===== src/rtl/c9_bist_ctrl.sv =====
// Exhaustive BIST sequencer for the 4-input C9 netlist: applies vectors 0..15,
// samples G5gat after a settle delay and tallies mismatches against EXPECT.
module c9_bist_ctrl #(
    parameter int unsigned SETTLE = 1,
    parameter logic [15:0] EXPECT = 16'hFFFF
) (
    input  logic       clk,
    input  logic       reset_n,
    input  logic       start,
    input  logic       abort,
    output logic [3:0] dut_in,
    input  logic       dut_out,
    output logic       busy,
    output logic       done,
    output logic       pass,
    output logic [4:0] fail_count,
    output logic [3:0] first_fail_vec,
    output logic       first_fail_valid
);

    localparam logic [0:0] S_IDLE = 1'b0;
    localparam logic [0:0] S_WAIT = 1'b1;

    localparam logic [3:0] SETTLE_CNT = 4'(SETTLE);

    logic [0:0] state_q, state_d;
    logic [3:0] vec_q, vec_d;
    logic [3:0] cnt_q, cnt_d;
    logic [3:0] dut_in_q, dut_in_d;
    logic       busy_q, busy_d;
    logic       done_q, done_d;
    logic       pass_q, pass_d;
    logic [4:0] fail_q, fail_d;
    logic [3:0] ffvec_q, ffvec_d;
    logic       ffvalid_q, ffvalid_d;
    logic       mismatch;

    assign mismatch = dut_out ^ EXPECT[vec_q];

    always_comb begin
        state_d   = state_q;
        vec_d     = vec_q;
        cnt_d     = cnt_q;
        dut_in_d  = dut_in_q;
        busy_d    = busy_q;
        done_d    = 1'b0;
        pass_d    = pass_q;
        fail_d    = fail_q;
        ffvec_d   = ffvec_q;
        ffvalid_d = ffvalid_q;

        case (state_q)
            S_IDLE: begin
                if (start && !abort) begin
                    state_d   = S_WAIT;
                    vec_d     = '0;
                    cnt_d     = SETTLE_CNT;
                    dut_in_d  = '0;
                    busy_d    = 1'b1;
                    pass_d    = 1'b0;
                    fail_d    = '0;
                    ffvec_d   = '0;
                    ffvalid_d = 1'b0;
                end
            end
            default: begin
                // Abort outranks a coinciding sample edge; partial tallies are kept.
                if (abort) begin
                    state_d  = S_IDLE;
                    busy_d   = 1'b0;
                    pass_d   = 1'b0;
                    dut_in_d = '0;
                end else if (cnt_q != '0) begin
                    cnt_d = cnt_q - 4'd1;
                end else begin
                    if (mismatch) begin
                        fail_d = fail_q + 5'd1;
                        if (!ffvalid_q) begin
                            ffvec_d   = vec_q;
                            ffvalid_d = 1'b1;
                        end
                    end
                    if (vec_q != 4'hF) begin
                        vec_d    = vec_q + 4'd1;
                        cnt_d    = SETTLE_CNT;
                        dut_in_d = vec_q + 4'd1;
                    end else begin
                        state_d  = S_IDLE;
                        busy_d   = 1'b0;
                        done_d   = 1'b1;
                        pass_d   = (fail_d == '0);
                        dut_in_d = '0;
                    end
                end
            end
        endcase
    end

    always_ff @(posedge clk or negedge reset_n) begin
        if (!reset_n) begin
            state_q   <= S_IDLE;
            vec_q     <= '0;
            cnt_q     <= '0;
            dut_in_q  <= '0;
            busy_q    <= 1'b0;
            done_q    <= 1'b0;
            pass_q    <= 1'b0;
            fail_q    <= '0;
            ffvec_q   <= '0;
            ffvalid_q <= 1'b0;
        end else begin
            state_q   <= state_d;
            vec_q     <= vec_d;
            cnt_q     <= cnt_d;
            dut_in_q  <= dut_in_d;
            busy_q    <= busy_d;
            done_q    <= done_d;
            pass_q    <= pass_d;
            fail_q    <= fail_d;
            ffvec_q   <= ffvec_d;
            ffvalid_q <= ffvalid_d;
        end
    end

    assign dut_in           = dut_in_q;
    assign busy             = busy_q;
    assign done             = done_q;
    assign pass             = pass_q;
    assign fail_count       = fail_q;
    assign first_fail_vec   = ffvec_q;
    assign first_fail_valid = ffvalid_q;

endmodule


===== config.mk =====
export PLATFORM = sky130hd
export DESIGN_NAME = c9_bist_ctrl
export DESIGN_NICKNAME = d
export VERILOG_FILES = /design/src/rtl/c9_bist_ctrl.sv
export SDC_FILE = /design/constraint.sdc
export NUM_CORES = 1
export LEC_CHECK = 0
export BUFFER_PORTS_ARGS = -buffer_cell sky130_fd_sc_hd__buf_2
export CORE_AREA = 2 2 52 79
export DETAILED_ROUTE_END_ITERATION = 6
export DIE_AREA = 0 0 54 81
export GPL_TIMING_DRIVEN = 0
export SLEW_MARGIN = 30
export SYNTH_ARGS = -nofsm -noshare
export SYNTH_HDL_FRONTEND = slang
export SYNTH_SLANG_ARGS = --single-unit

===== constraint.sdc =====
create_clock -name clk -period 2.9 [get_ports clk]
set_input_delay 0.29 -clock clk [delete_from_list [all_inputs] [get_ports clk]]
set_output_delay 0.29 -clock clk [all_outputs]
set_load 0.05 [all_outputs]

==> results of run 1 <==
## final cells by class
cell class                      instances  share of cell area (%)
Multi-Input combinational cell        115                   42.98
Sequential cell                        26                   39.69
Timing Repair Buffer                   20                   6.107
Buffer                                 11                   3.511
Tap cell                               45                   3.435
Clock buffer                            4                   3.359
Inverter                                4                  0.9160
## per-layer routing
metal  up-vias  part of all wire, %
li1        618                    -
met1       614                   43
met2        25                   51
met3         7                  4.0
met4         0                  1.9
met5         -                    0
## power by group
part           total (mW)  leakage, nW  internal, mW  switching (mW)
Sequential          0.497        0.346         0.425          0.0722
Clock               0.233       0.0288         0.121           0.112
Combinational       0.447        0.407         0.138           0.310
Total                1.18        0.782         0.684           0.494
## worst paths after layout
check                           startpoint            end  slack [ns]  depth (start not counted)
worst min-delay path               reset_n      dut_in[0]        0.02                          1
worst min register to register   dut_in[1]      dut_in[1]        0.48                          2
min in group clk                   dut_out  fail_count[2]        0.41                          4
worst max register to register     state_q       vec_q[3]        0.89                          5
max in group asynchronous          reset_n           done        2.48                          1
worst max-delay path               state_q       vec_q[3]        0.89                          5
## Yosys cell counts, drive strengths merged
library cell  count
a211o             4
a21oi             8
a22o              5
a2bb2oi           3
a31oi             2
and3              7
buf               4
clkbuf            7
dfrtp            26
ha                2
inv               4
nand2            16
nand2b            2
nand3             8
nand3b            1
nand4b            1
nor2             10
nor2b             3
nor3              8
nor3b             3
nor4              3
o211ai            1
o21a              1
o21ai            12
o21bai            1
o22ai             2
o31ai             3
o41ai             2
or2               2
or4               1
xnor2             3
xor2              1
## stage by stage
step                utilization (%)  power, mW  setup slack (ns)  hold WS [ns]  cells
finish                        43.32      1.177            0.8859       0.01571    225
global route                  43.32      1.244            0.7017       0.06814    225
CTS                           43.32      1.189            0.8963       0.04222    225
detailed placement            41.87     0.9536            0.9159        0.3364    221
global placement              41.87     0.9451            0.9513        0.3260    221
floorplan                         -     0.8388             1.127     -0.005591    156
## placed cells by master (no fill, tap or decap), types with 5 or more instances in the layout
cell type	synthesis	final
a22o_1	5	5
nand2_1	16	16
nor2_1	9	9
and3_1	7	7
o21ai_0	10	10
clkbuf_1	7	7
buf_2	1	21
nor3_1	8	8
dfrtp_1	26	26
a21oi_1	7	7
nand3_1	8	8
## registers in the layout (all words and copies together), names as in the netlist
signal	count
fail_count	5
first_fail_vec	4
busy	1
dut_in	4
cnt_q	4
state_q	1
done	1
first_fail_valid	1
pass	1
vec_q	4
## critical path, delay by kind of cell, from the launching register on
family                 cells  cell delay, ns
buffers and inverters      3            1.28
AOI/OAI and AO/OA          2            0.33
DFF                        1            0.33
## kinds of logic (layout without fill, tap and decap cells)
family,after synthesis,after routing,share of synthesized area [%]
adder cells (fa/ha/maj),2,2,1.753
XOR/XNOR,4,4,2.454
AND/OR/NAND/NOR,65,65,24.37
AO/OA/AOI/OAI,44,44,20.77
flip-flops,26,26,45.57
buffers and inverters,15,39,5.083
==> flow_summary.toml, run 1 <==
[cts]
path_clk_slew_ns = 0.09
clock_sinks = 26
cts_max_level = 1
cts_hold_buffers = 0
cts_tree = "yes"
clkLatencyLatePin_ns = 0.26
ctsResizeCount = 0
cts_buffer_depth = 2
cts_made_buffers = 3
post_cts_buffers = 0
cts_root_buf = "clkbuf_8"

[global_route]
grt_use_total_pct = 17.87
grt_pass1_vias = 1209
busiest_layer = "met2"
antenna_found_initial = 0
grt_max_degree = 27
grt_use_met3_pct = 2.022
grt_use_met1_pct = 23.91
grt_pass1_wl_um = 5796
grt-ovfl-total = 0
use_met2_pct = 29.15

[worst_setup_path]
cp_slowest_cell = "buf_1"
cpPeakStageDelay_ns = 0.45
crit_path_max_fanout = 10
arrival_ns = 2.21
start_kind = "flop"
crit_type = "reg2reg"
crit_path_frequent_cell = "clkbuf_1"
critPathRequiredTime_ns = 3.10
crit_chain = "clkbuf_1, clkbuf_1, buf_1, o21ai_0, a2bb2oi_1"
cp-end-kind = "flop"

[die]
dieWidth_um = 54
core-area_mm2 = 0.003784
row_count = 28
die_area_mm2 = 0.004374
pin_count = 22
start_util_pct = 37.73
die_h_um = 81

[detailed_routing]
drt_pass1_iterations = 4
drtIter0Drc = 22
wl_per_cell_um = 15.04
wl_um = 3385
viasPerCell = 5.618
ant_nets = 0
vias = 1264
drcViolationCount = 0

[timing]
tightest_slew_ns = 0.6000
rsz0062_at_grt = "no"
min_period_ns = 2.014
fmaxAchievable_ghz = 0.4965
hold_viol = 0
drv_slew = 0
period_share_pct = 69.45
setup_violations = 0
final.setup.tns_ns = 0
finClkSkew_ns = 0.003904
slew_headroom_pct = 60.00

[synthesis]
yosysTopAreaCellShare_pct = 45.57
syn_inst = 156
yosys_warnings = 0
synth.distinct_cells = 39
synth_area_leaders = "dfrtp_1 46%, nand2_1 4.2%, o21ai_0 3.5%, a22o_1 3.1%, and3_1 3.1%"
synthesis.area_mm2 = 0.001428
syn_avg_cell_area_um2 = 9.151
synth_area_leader_cell = "dfrtp_1"
syn-num-nets = 163
seq_area_frac_synth_pct = 45.57
ys_ff_latch = 26

[hold_path]
hp-class = "in2async"

[power]
power.leakage_nw = 0.7818
ir_worst_vdd_uv = 622.3
powerDensity_mw_per_mm2 = 718.3

[finish]
num_antenna_cells = 0
multi_input_area_um2 = 704.4
design_area_mm2 = 0.001639
register_area_um2 = 650.6
nets = 188
fillers = 393
layout-drive-gt1-share_pct = 17.22
synthToLayoutAreaGrowth_pct = 14.81

[place]
io_buffers = 20
dp_hpwl_um = 2455
gp_congestion = 0.7877
post_dp_cell_area_mm2 = 0.001584

[job]
max_cap_violations = 0

[outcome]
status = "completed"
(Power assumes the default switching activity.)
==> run 2, diff against run 1 <==
- clock period: 2.9 -> 1.8 ns (I/O delays scaled with it)
==> run 2 against run 1 <==
Largest cell class unchanged. Combinational power increased by 76%. Sequential share of layout area decreased by 2.2 points. Non-clock buffer count increased by 7. Wire length increased by 4.5%. Power increased by 67%. Register-to-register slack got worse by 0.81 ns. Critical path type unchanged. Sequential power increased by 62%. Clock skew decreased by 0.00093 ns. Count of clock-buffer cells in the layout unchanged. Largest power group unchanged. Hold slack improved by 0.29 ns. Cell count increased by 3.1%. Sequential cell count unchanged. Critical endpoint is now fail_count[4].
==> flow_summary.toml, run 2 (same netlist as run 1, synthesis figures left out) <==
[global_route]
grt_max_degree = 27
grt_pass1_vias = 1238
grt_use_total_pct = 18.16
grt-ovfl-total = 0
grt_pass1_wl_um = 5899
antenna_found_initial = 0

[worst_setup_path]
crit_path_max_fanout = 7
cp-end-kind = "flop"
r2r_slack_ns = 0.07
worst_r2r_path_depth = 5
r2r_start = "cnt_q[3]"
critPathRequiredTime_ns = 1.95
cp_slowest_cell = "dfrtp_2"
crit_type = "reg2reg"
start_kind = "flop"
r2r_end = "fail_count[4]"
arrival_ns = 1.88
startpoint = "cnt_q[3]"
cpPeakStageDelay_ns = 0.45
crit_chain = "nor4_4, a21oi_4, or2_1, buf_6, a211o_1"

[cts]
cts_buffer_depth = 2
path_clk_slew_ns = 0.09
cts_max_level = 1
clkLatencyLatePin_ns = 0.26
cts_made_buffers = 3
cts_root_buf = "clkbuf_8"
clock_sinks = 26
cts_tree = "yes"

[power]
clkPwrFrac_pct = 19.0
p_sw_share_pct = 41.53
seq_power_share_pct = 41.0
switching_power_uw = 817.8
internal_power_mw = 1.151
power.leakage_nw = 0.8359
powerDensity_mw_per_mm2 = 1131
ir_worst_vdd_uv = 1029
p_comb_share_pct = 40.0

[detailed_routing]
wl_per_cell_um = 15.24
vias = 1293
wl_um = 3536
ant_nets = 0
drt_pass1_iterations = 4
drcViolationCount = 0
viasPerCell = 5.573
drtIter0Drc = 45

[die]
row_count = 28
core-area_mm2 = 0.003784
pin_count = 22
die_area_mm2 = 0.004374
start_util_pct = 37.73
die_h_um = 81
dieWidth_um = 54

[hold_path]
hold_path_end = "fail_count[2]"
min_from = "dut_out"
hold_depth = 4
hp-class = "in2reg"

[place]
io_buffers = 20
dp_hpwl_um = 2455
gp_congestion = 0.7877
dpl.cell_count = 221
dp_slack_ns = -0.1841

[finish]
largest_reg_flops = 5
nets = 195
fin_cells = 232
final_common_cell = "dfrtp_1"
final_cell_mix = "24 x dfrtp_1, 21 x buf_2, 16 x nand2_1"
fillers = 386
synthToLayoutAreaGrowth_pct = 22.00
layout-drive-gt1-share_pct = 25.13
fin_util_pct = 46.03
num_antenna_cells = 0

[outcome]
status = "completed"

[timing]
drv_slew = 0
fmaxAchievable_ghz = 0.5792
hold_viol = 0
finClkSkew_ns = 0.002970
setup_violations = 0
rsz0062_at_grt = "no"
min_period_ns = 1.726
period_share_pct = 95.91
fin_ws_ns = 0.07356
slew_headroom_pct = 60.19
final.setup.tns_ns = 0
tightest_slew_ns = 0.5971

[job]
max_cap_violations = 0
run 2: changes by cell type in the layout (fill, tap and decap cells not counted), sizes merged:
cell / delta
clkbuf: -2
buf: +8
dlygate4sd3: +1
run 2: critical path, delay by kind of cell (launching register included):
family	cells	cell delay (ns)
buffers and inverters	1	0.14
DFF	1	0.45
and+or+nand+nor	2	0.62
AOI/OAI and AO/OA	2	0.41
run 2: layout make-up:
type | instances | area [um2] | area share, %
buffer | 9 | 58.81 | 3.376
clock buffer | 4 | 55.05 | 3.161
inverter | 4 | 15.01 | 0.8621
multi-input combinational | 115 | 733.2 | 42.10
sequential | 26 | 653.1 | 37.50
tap | 45 | 56.30 | 3.233
timing repair buffer | 29 | 170.2 | 9.770
run 2: metal layers:
metal	share of wire [%]	routed length [um]	track usage (%)
met5	0	0	0
met4	0.65	23	6.750
met3	4.1	144	2.022
met2	54	1902	30.00
met1	41	1466	24.02
run 2: worst max path at each step:
stage                               end  slack, ns  depth (start not counted)
after floorplan           fail_count[4]       0.03                          5
after global placement         vec_q[3]      -0.15                          5
after detailed placement       vec_q[3]      -0.18                          5
after CTS                 fail_count[4]      0.004                          6
after global routing               pass       0.01                          6
final                     fail_count[4]       0.07                          5
run 2: timing repair:
| action | CTS | global route |
|---|---|---|
| pin swaps | 2 | 2 |
| gates resized for setup | 3 | 11 |
| buffers inserted | 2 | 6 |
| hold buffers | 1 | 0 |
| hold endpoints to repair | 26 | 0 |
| setup endpoints to repair | 15 | 15 |
run 2: power by group through the flow:
stage               Clock, mW  Combinational (mW)  Sequential, mW
floorplan                   0               0.300            1.05
global placement            0               0.719           0.803
detailed placement          0               0.722           0.814
CTS                     0.388               0.741           0.808
global route            0.406               0.846           0.824
finish                  0.374               0.788           0.807
run 2: metrics by stage:
step / power [mW] / hold WS [ns] / instance area (um2)
after global routing: 2.076 / 0.3368 / 1742
after detailed placement: 1.536 / 0.2264 / 1584
after floorplan: 1.351 / -0.1156 / 1428
after CTS: 1.937 / 0.2967 / 1672
after global placement: 1.523 / 0.2160 / 1584
final: 1.969 / 0.3027 / 1742
